**src/rtl/interval_timer_defs.sv**
```systemverilog
// Shared definitions for the interval timer: state encodings, mode values
// and the default counter width.
package interval_timer_defs;

    localparam int CNT_W_DEF = 8;

    localparam logic [1:0] ST_IDLE  = 2'd0;
    localparam logic [1:0] ST_CLEAR = 2'd1;
    localparam logic [1:0] ST_RUN   = 2'd2;
    localparam logic [1:0] ST_DONE  = 2'd3;

    typedef enum logic [1:0] {
        IDLE  = ST_IDLE,
        CLEAR = ST_CLEAR,
        RUN   = ST_RUN,
        DONE  = ST_DONE
    } state_t;

    localparam logic MODE_ONESHOT  = 1'b0;
    localparam logic MODE_PERIODIC = 1'b1;

endpackage

```
**src/rtl/interval_timer_ctrl_counter.sv**
```systemverilog
// Free-running up-counter with enable and asynchronous active-high clear.
// ovf flags the increment that would wrap from all-ones back to zero.
module counter #(
    parameter int W = 8
) (
    input  logic         clk,
    input  logic         en,
    input  logic         rst,
    output logic [W-1:0] count,
    output logic         ovf
);

    // Count up while enabled; rst clears immediately.
    always_ff @(posedge clk or posedge rst) begin
        if (rst) begin
            count <= '0;
        end else if (en) begin
            count <= count + {{(W-1){1'b0}}, 1'b1};
        end
    end

    assign ovf = en && (&count);

endmodule

```
**src/rtl/interval_timer_ctrl.sv**
```systemverilog
// Interval timer sequencer: drives the up-counter's enable/clear, compares
// the count against a latched period and produces tick/done pulses for
// one-shot and periodic operation.
module interval_timer_ctrl
    import interval_timer_defs::*;
#(
    parameter int CNT_W = CNT_W_DEF,
    parameter int REP_W = 8
) (
    input  logic             clk,
    input  logic             rst,
    input  logic             start,
    input  logic             stop,
    input  logic             mode,
    input  logic [CNT_W-1:0] period,
    input  logic [REP_W-1:0] reps,
    output logic [CNT_W-1:0] count,
    output logic [REP_W-1:0] rep_left,
    output logic             tick,
    output logic             done,
    output logic             busy
);

    state_t             state_reg;
    state_t             state_next;
    logic [CNT_W-1:0]   period_q;
    logic               mode_q;
    logic [REP_W-1:0]   rep_left_q;
    logic               clr_q;
    logic               cnt_en;
    logic               cnt_rst;
    logic               load;
    logic               dec;
    logic               at_term;

    assign at_term = (count == period_q);

    // State register.
    always_ff @(posedge clk or negedge rst) begin
        if (!rst) begin
            state_reg <= IDLE;
        end else begin
            state_reg <= state_next;
        end
    end

    // Next-state, counter enable and pulse decodes.
    always_comb begin
        state_next = state_reg;
        cnt_en     = 1'b0;
        tick       = 1'b0;
        done       = 1'b0;
        busy       = 1'b0;
        load       = 1'b0;
        dec        = 1'b0;
        case (state_reg)
            IDLE: begin
                if (start && !stop) begin
                    load       = 1'b1;
                    state_next = CLEAR;
                end
            end
            CLEAR: begin
                busy       = 1'b1;
                state_next = stop ? IDLE : RUN;
            end
            RUN: begin
                busy = 1'b1;
                if (stop) begin
                    state_next = IDLE;
                end else if (at_term) begin
                    tick = 1'b1;
                    if (mode_q == MODE_PERIODIC) begin
                        state_next = CLEAR;
                    end else begin
                        dec        = 1'b1;
                        state_next = (rep_left_q == {{(REP_W-1){1'b0}}, 1'b1}) ? DONE : CLEAR;
                    end
                end else begin
                    cnt_en = 1'b1;
                end
            end
            DONE: begin
                done       = !stop;
                state_next = IDLE;
            end
            default: state_next = IDLE;
        endcase
    end

    // Configuration latched on an accepted start; rep_left counts down in one-shot.
    always_ff @(posedge clk or negedge rst) begin
        if (!rst) begin
            period_q   <= '0;
            mode_q     <= MODE_ONESHOT;
            rep_left_q <= '0;
        end else if (load) begin
            period_q   <= period;
            mode_q     <= mode;
            rep_left_q <= (reps == '0) ? {{(REP_W-1){1'b0}}, 1'b1} : reps;
        end else if (dec) begin
            rep_left_q <= rep_left_q - {{(REP_W-1){1'b0}}, 1'b1};
        end
    end

    // Counter clear is registered from the next state so it is glitch-free
    // and is high for exactly the CLEAR cycles.
    always_ff @(posedge clk or negedge rst) begin
        if (!rst) begin
            clr_q <= 1'b0;
        end else begin
            clr_q <= (state_next == CLEAR);
        end
    end

    assign cnt_rst  = ~rst | clr_q;
    assign rep_left = rep_left_q;

    // Overflow is never used: count stops at period_q, which cannot exceed all-ones.
    counter #(
        .W (CNT_W)
    ) u_counter (
        .clk   (clk),
        .en    (cnt_en),
        .rst   (cnt_rst),
        .count (count),
        .ovf   ()
    );

endmodule
```
**config.mk**
```make
export PLATFORM = sky130hd
export DESIGN_NAME = interval_timer_ctrl
export DESIGN_NICKNAME = d
export VERILOG_FILES = /design/src/rtl/interval_timer_defs.sv /design/src/rtl/interval_timer_ctrl_counter.sv /design/src/rtl/interval_timer_ctrl.sv
export SDC_FILE = /design/constraint.sdc
export NUM_CORES = 1
export LEC_CHECK = 0
export ABC_AREA = 1
export ABC_CLOCK_PERIOD_IN_PS = 1400
export CAP_MARGIN = 20
export CELL_PAD_IN_SITES_DETAIL_PLACEMENT = 1
export CELL_PAD_IN_SITES_GLOBAL_PLACEMENT = 2
export CORE_MARGIN = 4
export CORE_UTILIZATION = 27
export DETAILED_ROUTE_END_ITERATION = 7
export PLACE_DENSITY = 0.84
export SLEW_MARGIN = 20
export SYNTH_ARGS = -nofsm -noshare
export SYNTH_HDL_FRONTEND = slang
export SYNTH_HIERARCHICAL = 1
export SYNTH_SLANG_ARGS = --single-unit
```
**constraint.sdc**
```tcl
create_clock -name clk -period 1.4 [get_ports clk]
set_input_delay 0.42 -clock clk [delete_from_list [all_inputs] [get_ports clk]]
set_output_delay 0.42 -clock clk [all_outputs]
set_load 0.005 [all_outputs]
```
==> impl_metrics.csv, run 1 <==
group,metric,value,unit
sta,setup_viol,25,
cts,cts_tree,"built",
die,core_area,0.00610,sq mm
critical_path,slowest_stage,"dfrtp_1",
power,powerDensity,1870,mW/mm^2
route,route.met3.wl,176,um
power,power.net_switching,2.35,mW
critical_path,reg2reg_from,"u_counter/count[6]",
power,peakVddDrop,749,uV
yosys,syn_area_per_cell,7.00,sq um
sta,rsz0062_at_grt,"yes",
placement,port_buffers,39,
sta,fin_skew,0.00276,ns
placement,place_area,0.00262,sq mm
power,pwr-share-comb,0.650,
placement,dp_hpwl,4160,um
cts,h-tree-depth,1,
route,drt-total-wl,6450,um
critical_path,crit_path_end,"tick",
placement,place_ws,-0.668,ns
sta,setup_slack,-0.434,ns
route,dr.pass1.iters,4,
route,top_layer_used,"met4",
yosys,syn-cell-area,0.00174,sq mm
critical_path,crit_path_max_fanout,4,
cts,clock_path_buffers,2,
route,routedWlPerCell,14.6,um
global_route,grt_pass1_vias,2211,
global_route,gr-total-overflow,0,
yosys,yosys_warnings,6,
route,drc,0,
power,power_frac_seq,0.234,
route,m1WireLength,2790,um
run_status,violations,"setup timing",
run_status,outcome,"finished with violations",
finish,final_nets,396,
finish,fin_area,0.00314,sq mm
finish,area_growth,80.8,%
power,swShare,0.401,
global_route,grt_max_degree,21,
route,antenna_left,0,
finish,drive_gt1_frac,0.407,
cts,clkSinkCount,28,
die,die_y,88.2,um
cts,clk_latency,0.29,ns
critical_path,ff2ff_setup_slack,-0.40,ns
finish,num_antenna_cells,0,
yosys,synth_fp_nets,277,
die,io_pins,40,
route,wl_met2,3400,um
sta,tightestPinTransition,0.368,ns
critical_path,r2r_end,"u_counter/count[5]",
sta,finalCritPeriodShare,1.31,
critical_path,arrival,1.41,ns
cts,numCtsBuffers,3,
critical_path,reg2reg_depth,15,
job,max-cap-violations,0,
global_route,grt_pass1_wl,10500,um
die,dieArea,0.00778,sq mm
placement,gp_congestion,0.763,
sta,slew_headroom,0.754,
route,via_count,2013,
critical_path,endpoint_kind,"output pin",
critical_path,crit_type,"reg2out",
route,drt_first_iter_violations,48,
critical_path,crit_chain,"inv_1 -> nand2_1 -> nand2_1 -> nor2_2 -> nand2_2 -> inv_2 -> nand2_4 -> nor2_4 -> buf_2",
sta,fin_crit,1.83,ns
critical_path,crit_start,"u_counter/count[3]",
global_route,antenna_found_initial,0,
cts,ctsHoldBuffers,0,
critical_path,cpPeakStageDelay,0.41,ns
min_path,hp-class,"reg2async",
die,row_count,28,
power,p_leak,1.65,nW
critical_path,required,0.98,ns
power,internal_power,3.52,mW
critical_path,crit_top_cell,"nand2_1",
cts,cts-root-buf,"clkbuf_8",
die,die_x,88.2,um
yosys,netlist_instances,248,
power,p_clk_frac,0.116,
critical_path,start_kind,"flip-flop",
finish,final_util,0.515,
route,viasPerCell,4.56,
die,start_util,0.285,
sta,timing.fmax,545,MHz
cts,clkTransAtPathRegs,0.11,ns
sta,hold_violations,0,
sta,slew_violations,0,
global_route,grt_usage,0.177,
critical path, delay by kind of cell, from the launching register on:
| family | cells | cell delay, ns |
|---|---|---|
| buffers and inverters | 3 | 0.25 |
| AND/OR/NAND/NOR | 6 | 0.47 |
| flip-flops | 1 | 0.41 |
cells in the final DEF (no fill, tap or decap), drive strengths merged, types with 8 or more instances in the layout:
cell / count
buf: 90
ha: 8
inv: 47
clkdlybuf4s50: 19
nand3: 13
nor2: 28
dfrtp: 28
o21ai: 21
nand2: 80
power groups by stage:
stage | sequential (mW) | combinational (mW) | clock (mW)
final | 1.38 | 3.82 | 0.681
after global routing | 1.42 | 4.22 | 0.723
after CTS | 1.36 | 3.60 | 0.697
after detailed placement | 1.44 | 2.82 | 0
after global placement | 1.42 | 2.73 | 0
after floorplan | 1.43 | 1.24 | 0
final cells by class:
cell class,instances,area [sq um]
clock buffer,3,41.3
clock inverter,1,30.0
fill,771,2960
inverter,47,181
multi-input combinational,169,998
sequential,28,702
tap,75,93.8
timing repair buffer,117,1080
timing repair inverter,1,7.51
how the worst min path moves through the flow:
stage / start / to / cells after the start
floorplan: rst / clr_q / 0
global placement: clr_q / u_counter/count[1] / 3
detailed placement: clr_q / u_counter/count[5] / 3
CTS: clr_q / u_counter/count[2] / 3
global route: clr_q / u_counter/count[2] / 3
finish: clr_q / u_counter/count[3] / 3
metal layers:
metal | up-vias | GRT usage
li1 | 988 | -
met1 | 984 | 0.219
met2 | 33 | 0.326
met3 | 8 | 0.0216
met4 | 0 | 0.0412
met5 | - | 0
through the flow:
stage | hold slack, ns | instances | power (mW) | TNS (ns)
after CTS | 0.343 | 441 | 5.66 | -8.43
after floorplan | 0.124 | 248 | 2.67 | -0.237
after global placement | 0.309 | 413 | 4.15 | -13.82
final | 0.342 | 441 | 5.88 | -7.38
after detailed placement | 0.336 | 413 | 4.26 | -15.28
after global routing | 0.385 | 441 | 6.36 | -10.41
repair_timing:
item,4_1_cts,5_1_grt
setup endpoints to repair,47,38
gates resized for setup,119,44
buffers inserted,27,9
pin swaps,20,14
gates cloned,2,0
No activity file was read; power rests on OpenSTA's default activity.
==> run 2: changes to the inputs <==
--- a/config.mk
+++ b/config.mk
@@ -8,12 +8,11 @@
 export ABC_AREA = 1
 export ABC_CLOCK_PERIOD_IN_PS = 1400
 export CAP_MARGIN = 20
-export CELL_PAD_IN_SITES_DETAIL_PLACEMENT = 1
-export CELL_PAD_IN_SITES_GLOBAL_PLACEMENT = 2
 export CORE_MARGIN = 4
-export CORE_UTILIZATION = 27
+export CORE_UTILIZATION = 50
+export CTS_CLUSTER_SIZE = 24
 export DETAILED_ROUTE_END_ITERATION = 7
-export PLACE_DENSITY = 0.84
+export PLACE_DENSITY = 0.85
 export SLEW_MARGIN = 20
 export SYNTH_ARGS = -nofsm -noshare
 export SYNTH_HDL_FRONTEND = slang
==> impl_metrics.csv, run 2 (synthesis results as in run 1) <==
group,metric,value,unit
run_status,outcome,"finished with violations",
run_status,violations,"setup timing",
cts,numCtsBuffers,3,
placement,dp_hpwl,3360,um
critical_path,required,1.65,ns
finish,area_growth,67.4,%
power,peakVddDrop,1470,uV
route,dr.pass1.iters,5,
sta,setup_slack,-0.694,ns
critical_path,reg2reg_depth,15,
global_route,grt_pass1_wl,9320,um
global_route,grt_max_degree,21,
die,die_y,66.9,um
power,powerDensity,1900,mW/mm^2
finish,drive_gt1_frac,0.373,
placement,port_buffers,39,
die,io_pins,40,
route,drt_first_iter_violations,279,
sta,fin_skew,0.0210,ns
global_route,antenna_found_initial,0,
critical_path,ff2ff_setup_slack,-0.69,ns
sta,slew_headroom,0.760,
cts,clock_path_buffers,2,
sta,setup_viol,32,
sta,fin_tns_setup,-12.06,ns
cts,cts_tree,"built",
critical_path,r2r_end,"u_counter/count[7]",
global_route,grt_pass1_vias,2040,
finish,num_antenna_cells,0,
route,viasPerCell,5.50,
die,row_count,21,
sta,timing.fmax,477,MHz
die,die_x,66.9,um
power,p_leak,1.58,nW
critical_path,start_kind,"flip-flop",
cts,clkSinkCount,28,
finish,multi_input_area,966,sq um
cts,clkTransAtPathRegs,0.18,ns
die,start_util,0.520,
cts,h-tree-depth,1,
critical_path,crit_type,"reg2reg",
route,antenna_left,0,
placement,gp_congestion,0.834,
finish,most-common-layout-cells,"67 x nand2_1, 42 x buf_4, 39 x inv_1",
finish,final_nets,384,
critical_path,endpoint_kind,"flip-flop",
sta,finalCritPeriodShare,1.50,
die,core_area,0.00334,sq mm
min_path,hp-class,"reg2async",
job,max-cap-violations,0,
sta,rsz0062_at_grt,"yes",
sta,fin_crit,2.09,ns
route,drc,0,
critical_path,reg2reg_from,"period_q[6]",
die,dieArea,0.00448,sq mm
finish,layout.cells.most_common,"nand2_1",
critical_path,crit_start,"period_q[6]",
finish,finalNonFillerCells,400,
cts,cts-root-buf,"clkbuf_4",
cts,clk_latency,0.35,ns
global_route,grt_usage,0.279,
critical_path,arrival,2.34,ns
route,via_count,2199,
finish,fill_cells,149,
placement,placed_cells,365,
route,routedWlPerCell,17.8,um
sta,slew_violations,0,
finish,regArea,703,sq um
critical_path,crit_path_end,"u_counter/count[7]",
global_route,gr-total-overflow,0,
sta,hold_violations,0,
route,drt-total-wl,7100,um
critical_path,crit_path_max_fanout,5,
sta,tightestPinTransition,0.360,ns
-- run 2: layout make-up --
cell class              count  share of cell area
multi-input cells         169               0.332
repair buffers            106               0.330
flip-flops and latches     28               0.242
inverters                  47              0.0633
well taps                  46              0.0198
clock buffers               4              0.0125
-- run 2: stage by stage --
| step | area [sq um] | worst slack, ns | total power, mW | utilization | hold slack [ns] |
|---|---|---|---|---|---|
| 6_report | 2910 | -0.694 | 5.52 | 0.871 | 0.416 |
| 5_1_grt | 2910 | -0.899 | 5.87 | 0.871 | 0.420 |
| 4_1_cts | 2820 | -0.457 | 4.92 | 0.846 | 0.305 |
| 3_5_place_dp | 2430 | -0.634 | 3.89 | 0.729 | 0.292 |
| 3_3_place_gp | 2430 | -0.621 | 3.78 | 0.729 | 0.287 |
| 2_1_floorplan | 1740 | -0.0355 | 2.67 | - | 0.124 |
-- run 2: worst max-delay path, stage by stage (launching register included) --
cell	delay, ns
dfrtp_1	0.45
inv_2	0.08
nand2_1	0.07
nand2_1	0.11
nor2_1	0.06
nand2_1	0.12
buf_4	0.14
buf_6	0.10
nor2_4	0.04
buf_6	0.11
nor2_4	0.19
nand2_2	0.09
nor2_4	0.17
nand2_1	0.09
nand2_1	0.08
nand2_1	0.10
-- run 2: routing by layer --
metal / global-route usage / vias up / routed length [um]
li1: - / 965 / -
met1: 0.332 / 1028 / 2740
met2: 0.485 / 156 / 3450
met3: 0.0523 / 50 / 531
met4: 0.119 / 0 / 381
met5: 0 / - / 0
-- run 2: power breakdown --
group          total (mW)  switching, mW  internal (mW)  leakage [nW]
combinational        3.66           1.86           1.80          1.21
sequential           1.43          0.287           1.14         0.343
clock               0.432          0.272          0.160        0.0210
total                5.52           2.42           3.09          1.58
-- run 2: worst min-delay path by stage --
| stage | start | endpoint | cells after the start |
|---|---|---|---|
| 2_1_floorplan | rst | clr_q | 0 |
| 3_3_place_gp | clr_q | u_counter/count[4] | 3 |
| 3_5_place_dp | clr_q | u_counter/count[4] | 3 |
| 4_1_cts | clr_q | u_counter/count[4] | 3 |
| 5_1_grt | clr_q | u_counter/count[3] | 3 |
| 6_report | clr_q | u_counter/count[6] | 3 |
-- run 2: repair_timing --
item                                    in CTS  in global routing
pin swaps                                   20                 10
cloned                                       1                  0
hold buffers                                 0                  0
resized for setup                          119                 38
buffers inserted                            25                 10
hold endpoints to repair                     0                  0
endpoints found under the setup margin      47                 44
